File: config.mk
export PLATFORM = sky130hd
export DESIGN_NAME = fetch_unit
export DESIGN_NICKNAME = d
export VERILOG_FILES = /design/src/rtl/cpu_pkg.sv /design/src/rtl/fetch_unit_next_pc.sv /design/src/rtl/fetch_unit.sv
export SDC_FILE = /design/constraint.sdc
export NUM_CORES = 1
export LEC_CHECK = 0
export ABC_CLOCK_PERIOD_IN_PS = 2100
export CAP_MARGIN = 10
export CELL_PAD_IN_SITES_DETAIL_PLACEMENT = 0
export CELL_PAD_IN_SITES_GLOBAL_PLACEMENT = 2
export CORE_AREA = 3 3 142 144
export CTS_BUF_LIST = sky130_fd_sc_hd__clkbuf_16
export CTS_CLUSTER_DIAMETER = 80
export DETAILED_ROUTE_END_ITERATION = 8
export DIE_AREA = 0 0 145 147
export GPL_ROUTABILITY_DRIVEN = 0
export GPL_TIMING_DRIVEN = 0
export MAX_ROUTING_LAYER = met4
export PLACE_DENSITY_LB_ADDON = 0.1
export SYNTH_ARGS = -nofsm -noshare
export SYNTH_HDL_FRONTEND = slang
export SYNTH_SLANG_ARGS = --single-unit
File: constraint.sdc
create_clock -name clk -period 2.1 [get_ports clk]
set_clock_uncertainty 0.2 [all_clocks]
set_input_delay 0.21 -clock clk [delete_from_list [all_inputs] [get_ports clk]]
set_output_delay 0.21 -clock clk [all_outputs]
set_load 0.01 [all_outputs]
File: src/rtl/cpu_pkg.sv
// Shared definitions for the CPU front end: fetch FSM encoding and
// architectural constants used by fetch_unit and its testbench.
package cpu_pkg;

  typedef enum logic [2:0] {
    S_IDLE   = 3'd0,
    S_REQ    = 3'd1,
    S_WAIT   = 3'd2,
    S_EXEC   = 3'd3,
    S_HALTED = 3'd4
  } fetch_state_t;

  // addi x0, x0, 0
  localparam logic [31:0] NOP_INSTR        = 32'h0000_0013;
  localparam logic [31:0] DEFAULT_RESET_PC = 32'h0000_0000;

endpackage

File: src/rtl/fetch_unit_next_pc.sv
// Combinational next-PC selection for the fetch stage: sequential step or
// redirect target, plus a flag for a redirect to a non-word-aligned address.
module next_pc (
  input  logic [31:0] pc,
  input  logic        redirect,
  input  logic [31:0] target,
  output logic [31:0] pc_next,
  output logic        target_misaligned
);

  assign pc_next           = redirect ? target : (pc + 32'd4);
  assign target_misaligned = redirect & (target[1:0] != 2'b00);

endmodule

File: src/rtl/fetch_unit.sv
// Instruction fetch stage: owns the PC, reads a synchronous instruction memory
// and holds one instruction for decode/execute until it retires.
module fetch_unit
  import cpu_pkg::*;
#(
  parameter logic [31:0] RESET_PC = DEFAULT_RESET_PC,
  parameter int          ADDR_W   = 10
) (
  input  logic              clk,
  input  logic              rst_n,
  output logic              imem_rd_en,
  output logic [ADDR_W-1:0] imem_addr,
  input  logic [31:0]       imem_rdata,
  output logic [31:0]       instr,
  output logic              instr_valid,
  output logic [31:0]       pc,
  output logic [31:0]       pc_plus4,
  input  logic              retire,
  input  logic              redirect,
  input  logic [31:0]       target,
  input  logic              halt,
  output logic              halted,
  output logic              misaligned
);

  fetch_state_t state;
  logic [31:0]  pc_next;
  logic         target_misaligned;

  next_pc u_next_pc (
    .pc                (pc),
    .redirect          (redirect),
    .target            (target),
    .pc_next           (pc_next),
    .target_misaligned (target_misaligned)
  );

  // Word address truncates, so fetch wraps modulo the memory size.
  assign imem_addr = pc[ADDR_W+1:2];
  assign pc_plus4  = pc + 32'd4;

  // Outputs are registered alongside the state so each one is valid exactly
  // while the FSM sits in the state that owns it.
  always_ff @(posedge clk or negedge rst_n) begin
    if (!rst_n) begin
      state       <= S_IDLE;
      pc          <= RESET_PC;
      instr       <= NOP_INSTR;
      instr_valid <= 1'b0;
      imem_rd_en  <= 1'b0;
      halted      <= 1'b0;
      misaligned  <= 1'b0;
    end else begin
      case (state)
        S_IDLE: begin
          state      <= S_REQ;
          imem_rd_en <= 1'b1;
        end
        S_REQ: begin
          state      <= S_WAIT;
          imem_rd_en <= 1'b0;
        end
        S_WAIT: begin
          state       <= S_EXEC;
          instr       <= imem_rdata;
          instr_valid <= 1'b1;
        end
        S_EXEC: begin
          // Halt outranks redirect; a stopped fetch leaves pc on the culprit.
          if (retire) begin
            instr_valid <= 1'b0;
            if (halt) begin
              state  <= S_HALTED;
              halted <= 1'b1;
            end else if (target_misaligned) begin
              state      <= S_HALTED;
              halted     <= 1'b1;
              misaligned <= 1'b1;
            end else begin
              state      <= S_REQ;
              pc         <= pc_next;
              imem_rd_en <= 1'b1;
            end
          end
        end
        S_HALTED: begin
          state       <= S_HALTED;
          imem_rd_en  <= 1'b0;
          instr_valid <= 1'b0;
          halted      <= 1'b1;
        end
        default: begin
          state       <= S_IDLE;
          instr_valid <= 1'b0;
          imem_rd_en  <= 1'b0;
        end
      endcase
    end
  end

endmodule

==> results of run 1 <==
==> path summary, 6_finish.rpt <==
path,start,end,slack [ns],cells past startpoint
max in group asynchronous,rst_n,instr[4]$_DFFE_PN1P_,1.00,3
worst max register to register,pc[6]$_DFFE_PN0P_,pc[16]$_DFFE_PN0P_,-0.15,6
min in group asynchronous,rst_n,instr[17]$_DFFE_PN0P_,0.09,2
worst min register to register,halted$_DFFE_PN0P_,halted$_DFFE_PN0P_,0.27,1
worst min-delay path,retire,state[1]$_DFFE_PN0P_,0.08,3
worst max-delay path,pc[6]$_DFFE_PN0P_,pc_plus4[30],-0.43,7
==> Yosys cell counts (3+ instances only) <==
cell type	n
nor2_1	13
nand2_1	20
nor4_1	12
or4_1	5
a22oi_1	15
nor3b_1	3
and4_1	11
nor2b_1	5
nand3_1	34
nor3_1	16
and3_1	7
dfstp_2	3
or2_2	7
o21ai_0	15
a21oi_1	10
dfrtp_1	68
a211o_1	3
mux2i_1	4
buf_2	10
a311oi_1	6
xnor2_1	17
mux2_2	30
inv_1	7
nand4_1	17
and2_1	5
buf_4	12
o22ai_1	7
clkbuf_1	23
xor2_1	5
==> what timing repair did <==
item                                    4_1_cts  5_1_grt
endpoints found under the setup margin       60       88
setup buffers                                81       29
gates resized for setup                     227       68
pin swaps                                    36       29
hold endpoints to repair                     68        0
hold buffers                                  1        0
==> layout by cell type (no fill, tap or decap), types with 8 or more instances in the layout <==
| cell | instances |
|---|---|
| clkdlybuf4s50_1 | 145 |
| buf_4 | 94 |
| dfrtp_1 | 51 |
| buf_6 | 33 |
| mux2_2 | 30 |
| buf_2 | 27 |
| nand2_1 | 19 |
| nand4_1 | 17 |
| nand3_1 | 17 |
| dfrtp_2 | 17 |
| a22oi_1 | 15 |
| o21ai_0 | 13 |
| nor3_1 | 12 |
| xnor2_2 | 11 |
| clkbuf_16 | 10 |
| a21oi_1 | 10 |
| nand3_4 | 9 |
| nor4_1 | 9 |
| inv_1 | 8 |
| nand3_2 | 8 |
| nor2_1 | 8 |
| and4_1 | 8 |
==> cell families after synthesis <==
| group | count (synthesis) | synth area share (%) |
|---|---|---|
| buf+inv | 55 | 6.443 |
| fa+ha+maj | 1 | 0.3024 |
| mux | 36 | 9.679 |
| compound gates | 74 | 12.25 |
| flops | 71 | 43.04 |
| simple gates | 165 | 23.62 |
| xor+xnor | 22 | 4.658 |
==> metal layers <==
metal	global-route usage [%]	up-vias	part of all wire, %
met5	-	-	0
met4	4.608	0	1.5
met3	3.177	25	4.7
met2	26.67	167	47
met1	22.76	2267	47
li1	-	2148	-
==> critical path, stage by stage (launching register included) <==
cell and delay, ns:
dfrtp_1 0.38, buf_8 0.12, nand4_4 0.17, nor4_4 0.38, buf_4 0.20, and4_4 0.24, xnor2_2 0.13, buf_2 0.17
==> sequential cells by signal, summed over array words and instances (netlist names) <==
name         flops
instr           32
pc              32
state            3
halted           1
imem_rd_en       1
instr_valid      1
misaligned       1
==> final cells by class <==
| cell class | count | share of cell area (%) |
|---|---|---|
| buffer | 41 | 4.297 |
| clock buffer | 9 | 2.854 |
| clock inverter | 7 | 0.6184 |
| inverter | 7 | 0.3330 |
| multi-input combinational | 298 | 32.30 |
| sequential | 71 | 22.83 |
| tap | 260 | 4.122 |
| timing repair buffer | 283 | 32.65 |
==> power breakdown <==
part | switching, W | leakage, nW | internal, W
Combinational | 0.00210 | 2.33 | 0.00281
Clock | 0.000673 | 0.130 | 0.000803
Sequential | 0.000378 | 0.777 | 0.00189
Total | 0.00316 | 3.23 | 0.00550
==> per-stage QoR <==
step	hold WS, ns	cells	total power (W)
6_report	0.08436	976	0.008656
5_1_grt	0.1055	976	0.009196
4_1_cts	0.08263	953	0.008332
3_5_place_dp	-0.08896	863	0.006153
3_3_place_gp	0.2569	862	0.006118
2_1_floorplan	-0.2856	424	0.004180
==> metrics, run 1 <==
outcome=finished, violations left; failing checks=setup timing; first-pass GRT wire length=27.85 mm; post-synth top area share=between 40% and 50%; Seq cells post-synth=71; largest net degree at the start of global routing=56; final WL=around 18 mm; height of the chip=around 150 um; worst-skew pair later-pin latency=about 0.34 ns; placed cell areas=6339 um2; Die ar.=approximately 21000 um2; startpoint types=flop; Initial Util=about 22%; # setup viols final=27; Final nets=approximately 780; post-layout util=between 40% and 50%; CTS sink cnt=slightly above 70; grt ovf=0; GR Util All Layers=approximately 17%; DR WL/cell=around 18 um; 1st-pass router iterations=4; ANT nets after route=0; kind of critical path=reg -> out; Worst VDD drop=about 0.44 mV; CTS tree=built; crit path DAT=between 2 and 2.5 ns; initial antenna violation count=0; FF+latch area=between 1500 and 2000 um2; multi-input logic area=around 2500 um2; MaxCap Viol Count=0; Hold Crit Class=in -> reg; FMAX=a little under 400 MHz; H-tree depth reported by CTS=3; num ports=roughly 180; endpoint class of the critical path=output port; fin crit share=120.5%; synth top area cells=dfrtp_1, mux2_2, nand3_1; sequential fraction of the synthesis area=about 43%; pwr/cell area=roughly 1100 nW/um2; vias in the first global route=approximately 4700; Layout area overhead=90.77%; DRC viols=0; Reg clk slew, reported paths=~0.07 ns; Inserted Clock Buffers=9; pre-CTS setup slack=-1.252 ns; YS warnings=0; Core Rows=50; RSZ-0062 raised after global routing=true; Antenna diodes=0; synthesized area per cell=around 9.8 um2; Final Hold Fails=0; Core ar.=18830 um2; Unique masters post-synth=54; Static Leak=between 3 and 4 nW; initial detailed-routing violation count=231; fin. max-slew vios=0; fraction of registers with async set/reset=100.0%; Slew @ Worst Pin=0.6761 ns; final setup margin=-0.4310 ns; cell taking the most area after synthesis=dfrtp_1; Post-DP HPWL=11.96 mm; CP required=1.69 ns; fin area=~7900 um2; Syn Nets=slightly below 500; Vias per Instance=between 4 and 5; Synth Flop Type=dfrtp_1; Post-synth EDFFs=0; CTS max path bufs=2; Fillers=1849; cell count after synthesis=about 420; root buffer cell=clkbuf_16; Post-Syn Area=slightly above 4000 um2; Final min period=~2.5 ns; Max-slew headroom=around 55%; crit-path max FO=5; Die W=145 um; via count=approximately 4600; Buffers on Ports=around 180; total negative slack=-6.510 ns; share of cells above drive strength 1=between 40% and 50%
No activity file was read; power rests on OpenSTA's default activity.
==> run 2: changes to the inputs <==
ABC_CLOCK_PERIOD_IN_PS = 3220   (was 2100)
CELL_PAD_IN_SITES_DETAIL_PLACEMENT = 1   (was 0)
CELL_PAD_IN_SITES_GLOBAL_PLACEMENT = 1   (was 2)
CORE_AREA = 3 3 115 117   (was 3 3 142 144)
DIE_AREA = 0 0 118 120   (was 0 0 145 147)
PLACE_DENSITY = 0.89   (was not set)
PLACE_DENSITY_LB_ADDON = not set   (was 0.1)
clock period = 3.22 ns   (was 2.1 ns; I/O delays follow)
==> metrics, run 2 (synthesis results as in run 1) <==
outcome=finished clean; H-tree depth reported by CTS=3; CTS max path bufs=2; fin area=6588 um2; Die W=about 120 um; post-layout util=52.85%; kind of critical path=reg -> out; commonest non-fill, non-tap cells in the layout=clkdlybuf4s50_1, dfrtp_1, nand3_1; first-pass GRT wire length=24.58 mm; crit path DAT=about 2.6 ns; largest net degree at the start of global routing=72; DRC viols=0; Core Rows=roughly 40; ANT nets after route=0; pre-CTS setup slack=-0.05902 ns; final setup margin=roughly 0.13 ns; Static Leak=about 2.6 nW; FMAX=approximately 320 MHz; via count=about 4200; Core ar.=around 12000 um2; CTS sink cnt=71; CTS tree=built; total negative slack=0 ns; startpoint types=flop; Vias per Instance=between 5 and 6; grt ovf=0; 1st-pass router iterations=4; DR WL/cell=between 15 and 20 um; initial antenna violation count=0; Final nets=~690; Worst VDD drop=0.5324 mV; num ports=179; Reg clk slew, reported paths=about 0.060 ns; Die ar.=~14000 um2; Antenna diodes=0; Hold Crit Class=reg -> reg; RSZ-0062 raised after global routing=false; Inserted Clock Buffers=9; vias in the first global route=4489; initial detailed-routing violation count=approximately 260; Initial Util=about 33%; endpoint class of the critical path=output port; biggest regs=instr: 32 flops, pc: 32 flops, state: 3 flops; pwr/cell area=~780 nW/um2; fin. max-slew vios=0; Final Hold Fails=0; Buffers on Ports=roughly 180; Final min period=between 3 and 4 ns; fin crit share=between 90% and 100%; share of cells above drive strength 1=17.36%; Post-DP HPWL=~11 mm; MaxCap Viol Count=0; Layout area overhead=59.26%; FF-to-FF path depth=7; # setup viols final=0; placed cell areas=6158 um2; Slew @ Worst Pin=0.9236 ns; root buffer cell=clkbuf_16; Max-slew headroom=between 30% and 40%; commonest non-fill, non-tap cell in the layout=clkdlybuf4s50_1; final WL=approximately 15 mm; CP required=2.70 ns; crit-path max FO=8; worst-skew pair later-pin latency=0.33 ns; Min-Delay Path Depth=1; height of the chip=120 um; GR Util All Layers=about 22%
-- run 2: cell count changes in the layout (fill, tap and decap cells not counted), moves of 15 or more --
cell             change
buf_4               -76
buf_6               -32
clkdlybuf4s50_1     +31
buf_2               -19
dfrtp_1             +15
dfrtp_2             -15
nand3_1             +15
-- run 2: path summary, 6_finish.rpt --
kind	from	endpoint	slack, ns
setup / recovery	pc[13]$_DFFE_PN0P_	pc_plus4[27]	0.13
hold / removal	halted$_DFFE_PN0P_	halted$_DFFE_PN0P_	0.28
setup reg to reg	state[2]$_DFFE_PN0P_	pc[10]$_DFFE_PN0P_	0.66
hold reg to reg	halted$_DFFE_PN0P_	halted$_DFFE_PN0P_	0.28
max in group asynchronous	rst_n	instr[0]$_DFFE_PN1P_	2.13
min in group asynchronous	rst_n	instr[20]$_DFFE_PN0P_	0.36
-- run 2: power by group --
group	internal, W	switching [W]
logic	0.00138	0.00110
clock network	0.000751	0.000382
registers	0.00122	0.000280
total	0.00336	0.00176
-- run 2: final cells by class --
type	count	area, um2
Fill cell	1401	5878
Multi-Input combinational cell	298	2123
Timing Repair Buffer	185	1857
Sequential cell	71	1783
Buffer	45	246.5
Clock buffer	9	225.2
Tap cell	172	215.2
Clock inverter	7	111.4
Inverter	7	26.28
-- run 2: through the flow --
stage,hold slack (ns),instances,power [W]
after global placement,0.2522,774,0.003851
after global routing,0.3108,794,0.005416
after floorplan,-0.1736,424,0.002682
after CTS,0.2802,795,0.005137
final,0.2785,794,0.005117
after detailed placement,0.1661,775,0.003961
-- run 2: worst max-delay path: stages, from the launching register on --
cell	delay (ns)
dfrtp_1	0.34
buf_2	0.19
nand3_1	0.18
or3_1	0.41
clkbuf_2	0.19
nor3_2	0.19
xor2_1	0.16
clkdlybuf4s50_1	0.57
-- run 2: layer usage --
layer,vias up,GRT usage [%],part of all wire (%)
li1,1967,-,-
met1,2071,27.12,43
met2,180,37.30,50
met3,21,3.676,5.7
met4,0,6.960,1.8
met5,-,-,0
-- run 2: repair_timing --
item	CTS	global route
pin swaps	1	2
hold endpoints to repair	68	0
hold buffers	1	0
resized for setup	10	14
endpoints found under the setup margin	12	14
buffers inserted	3	2
